==> src/rtl/mem_arbiter_if.sv <==
// rtl/mem_arbiter_if.sv - icache, dcache and memory port bundle for mem_arbiter
interface mem_arbiter_if #(
    parameter int ADDR_W = 28,
    parameter int DATA_W = 128
);
    logic              ic_req_valid;
    logic [ADDR_W-1:0] ic_req_addr;
    logic              ic_req_ready;
    logic              ic_resp_valid;
    logic [DATA_W-1:0] ic_resp_data;

    logic              dc_req_valid;
    logic              dc_req_rw;
    logic [ADDR_W-1:0] dc_req_addr;
    logic              dc_req_ready;
    logic              dc_wdata_valid;
    logic [DATA_W-1:0] dc_wdata;
    logic              dc_wdata_ready;
    logic              dc_resp_valid;
    logic [DATA_W-1:0] dc_resp_data;

    logic              mem_req_valid;
    logic              mem_req_ready;
    logic              mem_req_rw;
    logic [ADDR_W-1:0] mem_req_addr;
    logic              mem_wdata_valid;
    logic              mem_wdata_ready;
    logic [DATA_W-1:0] mem_wdata;
    logic              mem_resp_valid;
    logic [DATA_W-1:0] mem_resp_data;

    logic              busy;

    // arbiter side
    modport master (
        input  ic_req_valid, ic_req_addr,
        output ic_req_ready, ic_resp_valid, ic_resp_data,
        input  dc_req_valid, dc_req_rw, dc_req_addr, dc_wdata_valid, dc_wdata,
        output dc_req_ready, dc_wdata_ready, dc_resp_valid, dc_resp_data,
        output mem_req_valid, mem_req_rw, mem_req_addr, mem_wdata_valid, mem_wdata,
        input  mem_req_ready, mem_wdata_ready, mem_resp_valid, mem_resp_data,
        output busy
    );

    // caches and memory side
    modport slave (
        output ic_req_valid, ic_req_addr,
        input  ic_req_ready, ic_resp_valid, ic_resp_data,
        output dc_req_valid, dc_req_rw, dc_req_addr, dc_wdata_valid, dc_wdata,
        input  dc_req_ready, dc_wdata_ready, dc_resp_valid, dc_resp_data,
        input  mem_req_valid, mem_req_rw, mem_req_addr, mem_wdata_valid, mem_wdata,
        output mem_req_ready, mem_wdata_ready, mem_resp_valid, mem_resp_data,
        input  busy
    );
endinterface

==> src/rtl/mem_arbiter.sv <==
// rtl/mem_arbiter.sv - icache/dcache line-burst arbiter for one memory port; MEM_ARB_ROUND_ROBIN_EN selects round-robin tie-break
module mem_arbiter #(
    parameter int ADDR_W = 28,
    parameter int DATA_W = 128,
    parameter int BEATS  = 4
) (
    input  logic          clk,
    input  logic          reset,
    mem_arbiter_if.master bus
);
    localparam int CNT_W = (BEATS > 1) ? $clog2(BEATS) : 1;
    localparam logic [CNT_W-1:0] LAST_BEAT = CNT_W'(BEATS - 1);
    localparam logic OWN_DC = 1'b0;
    localparam logic OWN_IC = 1'b1;

    typedef enum logic [1:0] {IDLE, REQ, WDATA, RDATA} state_t;

    state_t            state, state_nxt;
    logic              owner_q;
    logic              rw_q;
    logic [ADDR_W-1:0] addr_q;
    logic [CNT_W-1:0]  cnt_q;
    logic              pick_ic;
    logic              grant;
    logic              req_fire;
    logic              beat_fire;

`ifdef MEM_ARB_ROUND_ROBIN_EN
    logic last_grant_q;
    // on a tie, the requester not served last time wins
    assign pick_ic = bus.ic_req_valid && (!bus.dc_req_valid || (last_grant_q == OWN_DC));
`else
    assign pick_ic = bus.ic_req_valid && !bus.dc_req_valid;
`endif

    assign bus.mem_req_rw    = rw_q;
    assign bus.mem_req_addr  = addr_q;
    assign bus.mem_wdata     = bus.dc_wdata;
    assign bus.ic_resp_data  = bus.mem_resp_data;
    assign bus.dc_resp_data  = bus.mem_resp_data;
    assign bus.busy          = (state != IDLE);

    always_comb begin
        state_nxt           = state;
        grant               = 1'b0;
        req_fire            = 1'b0;
        beat_fire           = 1'b0;
        bus.ic_req_ready    = 1'b0;
        bus.dc_req_ready    = 1'b0;
        bus.ic_resp_valid   = 1'b0;
        bus.dc_resp_valid   = 1'b0;
        bus.dc_wdata_ready  = 1'b0;
        bus.mem_req_valid   = 1'b0;
        bus.mem_wdata_valid = 1'b0;
        unique case (state)
            IDLE: begin
                if (bus.ic_req_valid || bus.dc_req_valid) begin
                    grant            = 1'b1;
                    bus.ic_req_ready = pick_ic;
                    bus.dc_req_ready = !pick_ic;
                    state_nxt        = REQ;
                end
            end
            REQ: begin
                bus.mem_req_valid = 1'b1;
                if (bus.mem_req_ready) begin
                    req_fire  = 1'b1;
                    state_nxt = rw_q ? WDATA : RDATA;
                end
            end
            WDATA: begin
                bus.mem_wdata_valid = bus.dc_wdata_valid;
                bus.dc_wdata_ready  = bus.mem_wdata_ready;
                if (bus.dc_wdata_valid && bus.mem_wdata_ready) begin
                    beat_fire = 1'b1;
                    if (cnt_q == LAST_BEAT) state_nxt = IDLE;
                end
            end
            RDATA: begin
                if (bus.mem_resp_valid) begin
                    beat_fire         = 1'b1;
                    bus.ic_resp_valid = (owner_q == OWN_IC);
                    bus.dc_resp_valid = (owner_q == OWN_DC);
                    if (cnt_q == LAST_BEAT) state_nxt = IDLE;
                end
            end
            default: state_nxt = IDLE;
        endcase
    end

    always_ff @(posedge clk) begin
        if (reset) begin
            state   <= IDLE;
            owner_q <= OWN_DC;
            rw_q    <= 1'b0;
            addr_q  <= '0;
            cnt_q   <= '0;
        end else begin
            state <= state_nxt;
            if (grant) begin
                owner_q <= pick_ic ? OWN_IC : OWN_DC;
                addr_q  <= pick_ic ? bus.ic_req_addr : bus.dc_req_addr;
                rw_q    <= pick_ic ? 1'b0 : bus.dc_req_rw;
            end
            if (req_fire) begin
                cnt_q <= '0;
            end else if (beat_fire) begin
                cnt_q <= cnt_q + 1'b1;
            end
        end
    end

`ifdef MEM_ARB_ROUND_ROBIN_EN
    always_ff @(posedge clk) begin
        if (reset) begin
            last_grant_q <= OWN_DC;
        end else if (grant) begin
            last_grant_q <= pick_ic ? OWN_IC : OWN_DC;
        end
    end
`endif
endmodule

==> src/flat_wrapper.sv <==
// flat-port wrapper written by rule: the top's interface ports become plain ports
module mem_arbiter_flat 
#(
    parameter int ADDR_W = 28,
    parameter int DATA_W = 128,
    parameter int BEATS  = 4
)
  (clk, reset, bus_ic_req_valid, bus_ic_req_addr, bus_ic_req_ready, bus_ic_resp_valid, bus_ic_resp_data, bus_dc_req_valid, bus_dc_req_rw, bus_dc_req_addr, bus_dc_wdata_valid, bus_dc_wdata, bus_dc_req_ready, bus_dc_wdata_ready, bus_dc_resp_valid, bus_dc_resp_data, bus_mem_req_valid, bus_mem_req_rw, bus_mem_req_addr, bus_mem_wdata_valid, bus_mem_wdata, bus_mem_req_ready, bus_mem_wdata_ready, bus_mem_resp_valid, bus_mem_resp_data, bus_busy);
  mem_arbiter_if #(.ADDR_W(ADDR_W), .DATA_W(DATA_W)) bus_i ();
  input  logic clk;
  input  logic reset;
  input wire logic [$bits(bus_i.ic_req_valid)-1:0] bus_ic_req_valid;
  input wire logic [$bits(bus_i.ic_req_addr)-1:0] bus_ic_req_addr;
  output wire logic [$bits(bus_i.ic_req_ready)-1:0] bus_ic_req_ready;
  output wire logic [$bits(bus_i.ic_resp_valid)-1:0] bus_ic_resp_valid;
  output wire logic [$bits(bus_i.ic_resp_data)-1:0] bus_ic_resp_data;
  input wire logic [$bits(bus_i.dc_req_valid)-1:0] bus_dc_req_valid;
  input wire logic [$bits(bus_i.dc_req_rw)-1:0] bus_dc_req_rw;
  input wire logic [$bits(bus_i.dc_req_addr)-1:0] bus_dc_req_addr;
  input wire logic [$bits(bus_i.dc_wdata_valid)-1:0] bus_dc_wdata_valid;
  input wire logic [$bits(bus_i.dc_wdata)-1:0] bus_dc_wdata;
  output wire logic [$bits(bus_i.dc_req_ready)-1:0] bus_dc_req_ready;
  output wire logic [$bits(bus_i.dc_wdata_ready)-1:0] bus_dc_wdata_ready;
  output wire logic [$bits(bus_i.dc_resp_valid)-1:0] bus_dc_resp_valid;
  output wire logic [$bits(bus_i.dc_resp_data)-1:0] bus_dc_resp_data;
  output wire logic [$bits(bus_i.mem_req_valid)-1:0] bus_mem_req_valid;
  output wire logic [$bits(bus_i.mem_req_rw)-1:0] bus_mem_req_rw;
  output wire logic [$bits(bus_i.mem_req_addr)-1:0] bus_mem_req_addr;
  output wire logic [$bits(bus_i.mem_wdata_valid)-1:0] bus_mem_wdata_valid;
  output wire logic [$bits(bus_i.mem_wdata)-1:0] bus_mem_wdata;
  input wire logic [$bits(bus_i.mem_req_ready)-1:0] bus_mem_req_ready;
  input wire logic [$bits(bus_i.mem_wdata_ready)-1:0] bus_mem_wdata_ready;
  input wire logic [$bits(bus_i.mem_resp_valid)-1:0] bus_mem_resp_valid;
  input wire logic [$bits(bus_i.mem_resp_data)-1:0] bus_mem_resp_data;
  output wire logic [$bits(bus_i.busy)-1:0] bus_busy;
  assign bus_i.ic_req_valid = bus_ic_req_valid;
  assign bus_i.ic_req_addr = bus_ic_req_addr;
  assign bus_ic_req_ready = bus_i.ic_req_ready;
  assign bus_ic_resp_valid = bus_i.ic_resp_valid;
  assign bus_ic_resp_data = bus_i.ic_resp_data;
  assign bus_i.dc_req_valid = bus_dc_req_valid;
  assign bus_i.dc_req_rw = bus_dc_req_rw;
  assign bus_i.dc_req_addr = bus_dc_req_addr;
  assign bus_i.dc_wdata_valid = bus_dc_wdata_valid;
  assign bus_i.dc_wdata = bus_dc_wdata;
  assign bus_dc_req_ready = bus_i.dc_req_ready;
  assign bus_dc_wdata_ready = bus_i.dc_wdata_ready;
  assign bus_dc_resp_valid = bus_i.dc_resp_valid;
  assign bus_dc_resp_data = bus_i.dc_resp_data;
  assign bus_mem_req_valid = bus_i.mem_req_valid;
  assign bus_mem_req_rw = bus_i.mem_req_rw;
  assign bus_mem_req_addr = bus_i.mem_req_addr;
  assign bus_mem_wdata_valid = bus_i.mem_wdata_valid;
  assign bus_mem_wdata = bus_i.mem_wdata;
  assign bus_i.mem_req_ready = bus_mem_req_ready;
  assign bus_i.mem_wdata_ready = bus_mem_wdata_ready;
  assign bus_i.mem_resp_valid = bus_mem_resp_valid;
  assign bus_i.mem_resp_data = bus_mem_resp_data;
  assign bus_busy = bus_i.busy;
  mem_arbiter #(.ADDR_W(ADDR_W), .DATA_W(DATA_W), .BEATS(BEATS)) u_core (.clk(clk), .reset(reset), .bus(bus_i));
endmodule
==> config.mk <==
export PLATFORM = sky130hd
export DESIGN_NAME = mem_arbiter_flat
export DESIGN_NICKNAME = d
export VERILOG_FILES = /design/src/rtl/mem_arbiter_if.sv /design/src/rtl/mem_arbiter.sv /design/src/flat_wrapper.sv
export SDC_FILE = /design/constraint.sdc
export NUM_CORES = 1
export LEC_CHECK = 0
export BUFFER_PORTS_ARGS = -buffer_cell sky130_fd_sc_hd__buf_2
export CELL_PAD_IN_SITES_DETAIL_PLACEMENT = 1
export CELL_PAD_IN_SITES_GLOBAL_PLACEMENT = 2
export CORE_AREA = 2 2 293 295
export DETAILED_ROUTE_END_ITERATION = 10
export DIE_AREA = 0 0 295 297
export PLACE_DENSITY_LB_ADDON = 0.1
export SLEW_MARGIN = 20
export SYNTH_ARGS = -nofsm -noshare
export SYNTH_HDL_FRONTEND = slang
export SYNTH_SLANG_ARGS = --single-unit
export TNS_END_PERCENT = 10
==> constraint.sdc <==
create_clock -name clk -period 1.35 [get_ports clk]
set_input_delay 0.27 -clock clk [delete_from_list [all_inputs] [get_ports clk]]
set_output_delay 0.27 -clock clk [all_outputs]
set_load 0.05 [all_outputs]
## After elaboration in Yosys (flattened, before gate mapping)

Index checks and enable logic that the tools add are counted.

- Flip-flop bits (word level): 34
- Input port bits: 321
- Output and inout bits: 421

- $add $sub $neg: 1
- Eq/ne operators: 8
- Multiplexer cells: 28
- Bitwise gates (word level): 1
- Reduce and logical (&&, ||, !) cells: 9

Operator list:

| operator | number |
|---|---|
| 2-to-1 mux 28 bit | 1 |
| 2-to-1 mux 1 bit | 20 |
| 2-to-1 mux 2 bit | 5 |
| one-hot mux 2 bit (4 select lines) | 1 |
| equality test 2 bit, second input constant | 3 |
| inequality test 2 x 1 -> 1 bit, second input constant | 2 |
| inequality test 2 bit, second input constant | 2 |
| AND reduction 4 bit | 1 |
| adder 2 x 1 -> 2 bit, second input constant | 1 |
| equality test 2 x 1 -> 1 bit, second input constant | 1 |
| logical AND 1 bit | 2 |
| logical NOT 1 bit | 2 |
| logical NOT 2 bit | 1 |
| one-hot mux 1 bit (2 select lines) | 1 |
| nonzero test 2 bit | 1 |
| OR reduction 2 bit | 1 |
| logical OR 1 bit | 1 |
| inverter 1 bit | 1 |

## Depth between registers and ports, before layout

Gate-level depths: netlist of the first run.

- Depth in word-level cells: 5
- Depth in mapped cells: 5
- Depth with buffers taken out: 4

## Least setup slack after synthesis of the first run

Ideal clock, no wire load.

- Path kind: register -> output
- From: reg u_core.state[1]
- To: out bus_dc_resp_valid
- Arrival time: 1335 ps
- Required time: 1080 ps
- Slack: -255 ps
- Cell stages (with the launch flop): 4
- Path buffers: 1
- Path through: dfxtp_1 buf_2 nand3_1 nor2_1

- Cells in the longest elaborated chain, start to end: 2

RTL lines:

| item | line | text |
|---|---|---|
| start: declaration | mem_arbiter.sv:18 | `state_t state, state_nxt;` |
| start signal: assignment | mem_arbiter.sv:99 | `state <= state_nxt;` |
| equality test 2 bit | mem_arbiter.sv:55 | `unique case (state)` |
| 2-to-1 mux 1 bit | mem_arbiter.sv:55 |  |
| end: declaration | flat_wrapper.sv:24 | `output wire logic [$bits(bus_i.dc_resp_valid)-1:0] bus_dc_resp_valid;` |

No other way between the ends.

## Worst setup path after layout of the first run

- From: reg u_core.state[0]
- To: out bus_dc_wdata_ready

- Cells in the longest elaborated chain, start to end: 2

RTL lines:

| item | line | text |
|---|---|---|
| equality test 2 bit | mem_arbiter.sv:55 |  |
| 2-to-1 mux 1 bit | mem_arbiter.sv:55 |  |
| end: declaration | flat_wrapper.sv:23 | `output wire logic [$bits(bus_i.dc_wdata_ready)-1:0] bus_dc_wdata_ready;` |

No other way between the ends.

==> qor.yml, run 1 <==
status: "complete, but fails checks"
violations: "negative setup slack"
worst-path-max-fanout: 4
finalWorstSetupSlack_ns: -0.134
cts.sinks: 34
initial_core_util_pct: 5.35
slew_viol_final: 0
rows: 107
setup_violations: 9
drive_gt1_share_pct: 46.2
nNetsFinal: 639
p_int_mw: 2.26
htreeDepth: 2
clk_path_buf_depth: 2
synth_top_area_cell: "buf_4"
grt_pass1_wl_mm: 24.6
synth_area_per_cell_um2: 7.65
dieHeight_um: 297
whs_path_depth: 3
dr.pass1.iters: 3
num_antenna_cells: 0
pwr-share-comb_pct: 33.5
yosysSeqAreaShare_pct: 15.0
wl_per_cell_um: 13.0
swShare_pct: 41.9
grt_max_degree: 19
synthDistinctLibCells: 27
holdPathEnd: "u_core.bus.mem_req_addr[18]"
dieWidth_um: 295
wl_mm: 19.0
ir_drop_uv: 428
rr_endpoint: "u_core.cnt_q[1]"
hp-class: "primary input to register"
ys_warn_count: 0
post_dp_cell_area_um2: 3750
drtAntennaViolNets: 0
r2r_start: "u_core.state[0]"
num_vias: 2484
dp_hpwl_mm: 15.3
crit_path_end_kind: "output port"
avgViaCountPerCell: 1.70
synth_nets: 913
hp-start: "bus_ic_req_addr[18]"
p_clk_share_pct: 36.1
cp.required_ns: 1.08
hold_buffers: 0
synth_area_um2: 4520
die_area_um2: 87600
fin_worst_skew_ns: 0.00913
p_switching_mw: 1.63
cts_root_buffer: "clkbuf_16"
grt_usage_pct: 4.19
grt_overflow: 0
worstSetupStartpointType: "register"
cts_made_buffers: 5
synth.area.top_cells: "buf_4, dfxtp_1, a311oi_1"
rsz0062_at_grt: "true"
clk_latency_ns: 0.33
leakagePower_nw: 1.24
core_um2: 84500
place_congestion: 0.597
slew_headroom_pct: 80.3
critical_path_class: "register to output port"
cts_tree: "built"
period_share_pct: 110
r2r_slack_ns: -0.01
fmax_mhz: 674
antenna_found_initial: 1
io_pins: 742
final_cell_area_um2: 4000
synth_top_area_share_pct: 64.4
port_buffers: 101
syn2layout_area_growth_pct: -11.5
p_seq_share_pct: 30.4
drc_errors: 0
arrival_ns: 1.21
fin_crit_ns: 1.48
r2r_cells: 5
finalHoldViolCount: 0
powerDensity_nw_per_um2: 972
worst_pin_slew_ns: 0.295
synthCells: 591
cap_violations: 0
grt_pass1_vias: 2914
clk_pin_slew_ns: 0.08
power_mw: 3.89
drt-initial-drc-count: 42
ys_ff_latch: 34
-- logic make-up after synthesis --
group           count (synthesis)  synth area share [%]
buf+inv                       406                  66.6
simple gates                   81                  7.72
compound gates                 69                  10.3
fa+ha+maj                       1                 0.277
flops                          34                  15.0
-- registers in the layout, summed over array words and instances, names as in the netlist --
signal                   count
u_core.owner_q               1
u_core.cnt_q                 2
u_core.state                 2
u_core.bus.mem_req_addr     28
u_core.bus.mem_req_rw        1
-- critical path: stages, from the launching register on --
cell and delay [ns]:
dfxtp_4 0.37, buf_6 0.13, and3b_2 0.26, buf_12 0.14
-- cells in the mapped netlist --
| library cell | n |
|---|---|
| inv_2 | 1 |
| nor2_2 | 1 |
| buf_2 | 9 |
| inv_1 | 1 |
| nand2b_1 | 1 |
| and3b_1 | 2 |
| and2_1 | 1 |
| a21oi_1 | 33 |
| a311oi_1 | 29 |
| nor3_1 | 2 |
| nor2_4 | 1 |
| a31oi_1 | 2 |
| or2_1 | 1 |
| a21o_1 | 1 |
| o21bai_1 | 1 |
| nand3_1 | 4 |
| ha_1 | 1 |
| buf_6 | 3 |
| nor2_1 | 5 |
| nand4b_1 | 1 |
| nor2b_1 | 2 |
| a21bo_2 | 1 |
| nand2_1 | 60 |
| dfxtp_1 | 34 |
| buf_4 | 388 |
| clkbuf_1 | 4 |
| o21ai_0 | 2 |
-- cells in the final DEF (no fill, tap or decap) --
cell type and n:
buf_2 93, nand2_1 60, a21oi_1 33, dfxtp_1 32, a311oi_1 29, buf_4 11, buf_12 10, clkbuf_16 5
buf_6 5, buf_8 4, nor2_4 3, nand3_1 3, and3b_2 2, nor2_2 2, nor2_1 2, nor3_1 2
o21ai_0 2, a31oi_1 2, dfxtp_4 2, nor2b_2 1, inv_4 1, nand3_2 1, and2_4 1, inv_1 1
nand2b_2 1, nand4b_1 1, a21o_1 1, o21bai_1 1, nor2b_4 1, or2_2 1, a21bo_2 1, ha_1 1
clkbuf_8 1
-- per-stage QoR --
step	util [%]	TNS (ns)	setup WS [ns]	instances	hold slack (ns)
4_1_cts	4.72	-1.43	-0.189	1460	0.172
3_3_place_gp	4.43	-2.87	-0.179	1450	0.462
6_report	4.74	-0.760	-0.134	1460	0.204
3_5_place_dp	4.43	-2.87	-0.164	1450	0.480
5_1_grt	4.74	-2.82	-0.200	1460	0.187
2_1_floorplan	-	-0.158	-0.0713	591	0.418
-- final cells by class --
cell class,count,area (um2)
repair buffers,123,865
fillers,10100,80500
flip-flops and latches,34,688
inverters,2,10.0
clock buffers,6,139
multi-input cells,151,868
well taps,1144,1430
-- worst max-delay path by stage --
stage          depth (start not counted)             start                           to
6_report                               3   u_core.state[0]           bus_dc_wdata_ready
5_1_grt                                3   u_core.state[0]           bus_dc_wdata_ready
4_1_cts                                3   u_core.state[0]           bus_dc_wdata_ready
3_5_place_dp                           5  bus_ic_req_valid  u_core.bus.mem_req_addr[13]
3_3_place_gp                           5  bus_ic_req_valid  u_core.bus.mem_req_addr[15]
2_1_floorplan                          3   u_core.state[1]            bus_dc_resp_valid
-- power groups by stage --
| stage | clock network, mW | registers, mW | logic [mW] |
|---|---|---|---|
| 2_1_floorplan | 0 | 1.53 | 3.46 |
| 3_3_place_gp | 0 | 1.21 | 1.29 |
| 3_5_place_dp | 0 | 1.21 | 1.30 |
| 4_1_cts | 1.57 | 1.19 | 1.35 |
| 5_1_grt | 1.57 | 1.20 | 1.41 |
| 6_report | 1.40 | 1.18 | 1.30 |
-- per-layer routing --
layer  vias to the layer above  track usage, %  part of all wire (%)
li1                        966               -                     -
met1                      1100            4.33                    37
met2                       272            5.79                    41
met3                       146            2.73                    14
met4                         0            3.67                   8.1
met5                         -               0                     0
-- what timing repair did --
action	CTS	global route
pin swaps	5	6
buffers inserted	4	0
hold endpoints to repair	0	0
setup endpoints to repair	21	38
resized for setup	24	4
Power figures use the tool's default switching activity.
==> inputs of run 2 (changes only) <==
Settings changed: MAX_ROUTING_LAYER set to met4, RECOVER_POWER set to 25.
==> run 2 against run 1 <==
Net effect:
- the run still ends with negative setup slack left
- critical path type unchanged
- highest routed layer unchanged
- utilization unchanged
- global-route usage up 0.12 points
- sequential share of layout area unchanged
==> qor.yml, run 2 (synthesized netlist as in run 1, its figures left out) <==
worst-path-max-fanout: 4  # unchanged
final_common_cell: "buf_2"  # unchanged
clk_latency_ns: 0.33  # about the same
num_vias: 2487  # was 2484
worst_pin_slew_ns: 0.295  # unchanged
finalWorstSetupSlack_ns: -0.137  # was -0.134 ns
crit_path_end_kind: "output port"  # unchanged
avgViaCountPerCell: 1.70  # about the same
setup_violations: 9  # unchanged
utilization_pct: 4.74  # unchanged
antenna_found_initial: 1  # unchanged
drt-initial-drc-count: 43  # was 42
power_mw: 3.89  # about the same
grt_pass1_vias: 2911  # was 2914
fmax_mhz: 673  # was 674 MHz
cp.required_ns: 1.08  # about the same
dieHeight_um: 297  # unchanged
holdWs_ns: 0.205  # was 0.204 ns
rsz0062_at_grt: "true"  # unchanged
core_um2: 84500  # unchanged
cts_tree: "built"  # unchanged
cts_root_buffer: "clkbuf_16"  # unchanged
wl_per_cell_um: 13.0  # about the same
ir_drop_uv: 429  # was 428 uV
p_clk_share_pct: 36.1  # about the same
crit_buf_inv: 2  # unchanged
cp_top_family: "flip-flops"  # unchanged
syn2layout_area_growth_pct: -11.5  # unchanged
powerDensity_nw_per_um2: 972  # about the same
crit_chain: "buf_6 -> and3b_2 -> buf_12"  # unchanged
slew_viol_final: 0  # unchanged
slew_headroom_pct: 80.3  # unchanged
cap_violations: 0  # unchanged
n_fill_cell: 10100  # unchanged
worstSetupStartpointType: "register"  # unchanged
largest_register_ffs: 28  # unchanged
drive_gt1_share_pct: 46.2  # unchanged
swShare_pct: 42.0  # was 41.9%
clk_pin_slew_ns: 0.08  # about the same
cp_slowest_stage_delay_ns: 0.37  # about the same
arrival_ns: 1.22  # was 1.21 ns
dieWidth_um: 295  # unchanged
htreeDepth: 2  # unchanged
fin_worst_skew_ns: 0.00975  # was 0.00913 ns
slowest_stage: "dfxtp_4"  # unchanged
drtAntennaViolNets: 0  # unchanged
finalHoldViolCount: 0  # unchanged
die_area_um2: 87600  # unchanged
num_antenna_cells: 0  # unchanged
grt_max_degree: 19  # unchanged
hp-class: "primary input to register"  # unchanged
cts_made_buffers: 5  # unchanged
dp_hpwl_mm: 15.3  # unchanged
place_congestion: 0.600  # was 0.597
initial_core_util_pct: 5.35  # unchanged
status: "complete, but fails checks"  # unchanged
critical_path_class: "register to output port"  # unchanged
fin_crit_ns: 1.49  # was 1.48 ns
dr.pass1.iters: 3  # unchanged
p_seq_share_pct: 30.4  # about the same
multi_input_area_um2: 868  # unchanged
hold_buffers: 0  # unchanged
pre_cts_ws_ns: -0.164  # unchanged
rows: 107  # unchanged
r2r_slack_ns: -0.02  # was -0.01 ns
violations: "negative setup slack"  # unchanged
seq_area_um2: 688  # unchanged
p_switching_mw: 1.63  # about the same
grt_pass1_wl_mm: 24.5  # was 24.6 mm
port_buffers: 101  # unchanged
leakagePower_nw: 1.24  # about the same
cts.sinks: 34  # unchanged
grt_usage_pct: 4.31  # was 4.19%
p_int_mw: 2.26  # about the same
io_pins: 742  # unchanged
clk_path_buf_depth: 2  # unchanged
pwr-share-comb_pct: 33.5  # about the same
drc_errors: 0  # unchanged
period_share_pct: 110  # about the same
wl_mm: 19.0  # about the same
grt_overflow: 0  # unchanged
nNetsFinal: 639  # unchanged
mostFrequentLayoutCells: "buf_2, nand2_1, a21oi_1"  # unchanged
-- run 2: final timing paths --
path                                           from                           to  depth (start not counted)
worst min register to register      u_core.cnt_q[1]              u_core.cnt_q[1]                          2
worst max-delay path                u_core.state[0]           bus_dc_wdata_ready                          3
worst min-delay path            bus_ic_req_addr[18]  u_core.bus.mem_req_addr[18]                          3
worst max register to register      u_core.state[0]              u_core.cnt_q[1]                          5
-- run 2: routing by layer --
metal / vias to the layer above / share of wire (%) / GRT usage, %
met5: - / 0 / -
met4: 0 / 8.0 / 3.67
met3: 146 / 13 / 2.59
met2: 266 / 41 / 5.76
met1: 1108 / 38 / 4.42
li1: 967 / - / -
-- run 2: timing repair --
action,4_1_cts,5_1_grt
gates resized for setup,24,4
endpoints found under the setup margin,21,38
setup buffers,4,0
pin swaps,5,7
-- run 2: through the flow --
step / setup TNS [ns] / instances / cell area, um2
2_1_floorplan: -0.158 / 591 / 4530
3_3_place_gp: -2.87 / 1450 / 3750
3_5_place_dp: -2.87 / 1450 / 3750
4_1_cts: -1.43 / 1460 / 3990
5_1_grt: -2.82 / 1460 / 4000
6_report: -0.763 / 1460 / 4000
-- run 2: power by group through the flow --
| stage | Clock (mW) | Combinational [mW] | Sequential (mW) |
|---|---|---|---|
| after global placement | 0 | 1.29 | 1.21 |
| after global routing | 1.57 | 1.41 | 1.20 |
| after CTS | 1.57 | 1.35 | 1.19 |
| after detailed placement | 0 | 1.30 | 1.21 |
| final | 1.41 | 1.30 | 1.18 |
| after floorplan | 0 | 3.46 | 1.53 |
-- run 2: area by class of cell --
class	count	area share [%]
Clock buffer	6	3.47
Inverter	2	0.250
Multi-Input combinational cell	151	21.7
Sequential cell	34	17.2
Tap cell	1144	35.8
Timing Repair Buffer	123	21.6
-- run 2: worst min-delay path, stage by stage --
cell	delay, ns
buf_2	0.10
nand2_1	0.05
a311oi_1	0.07
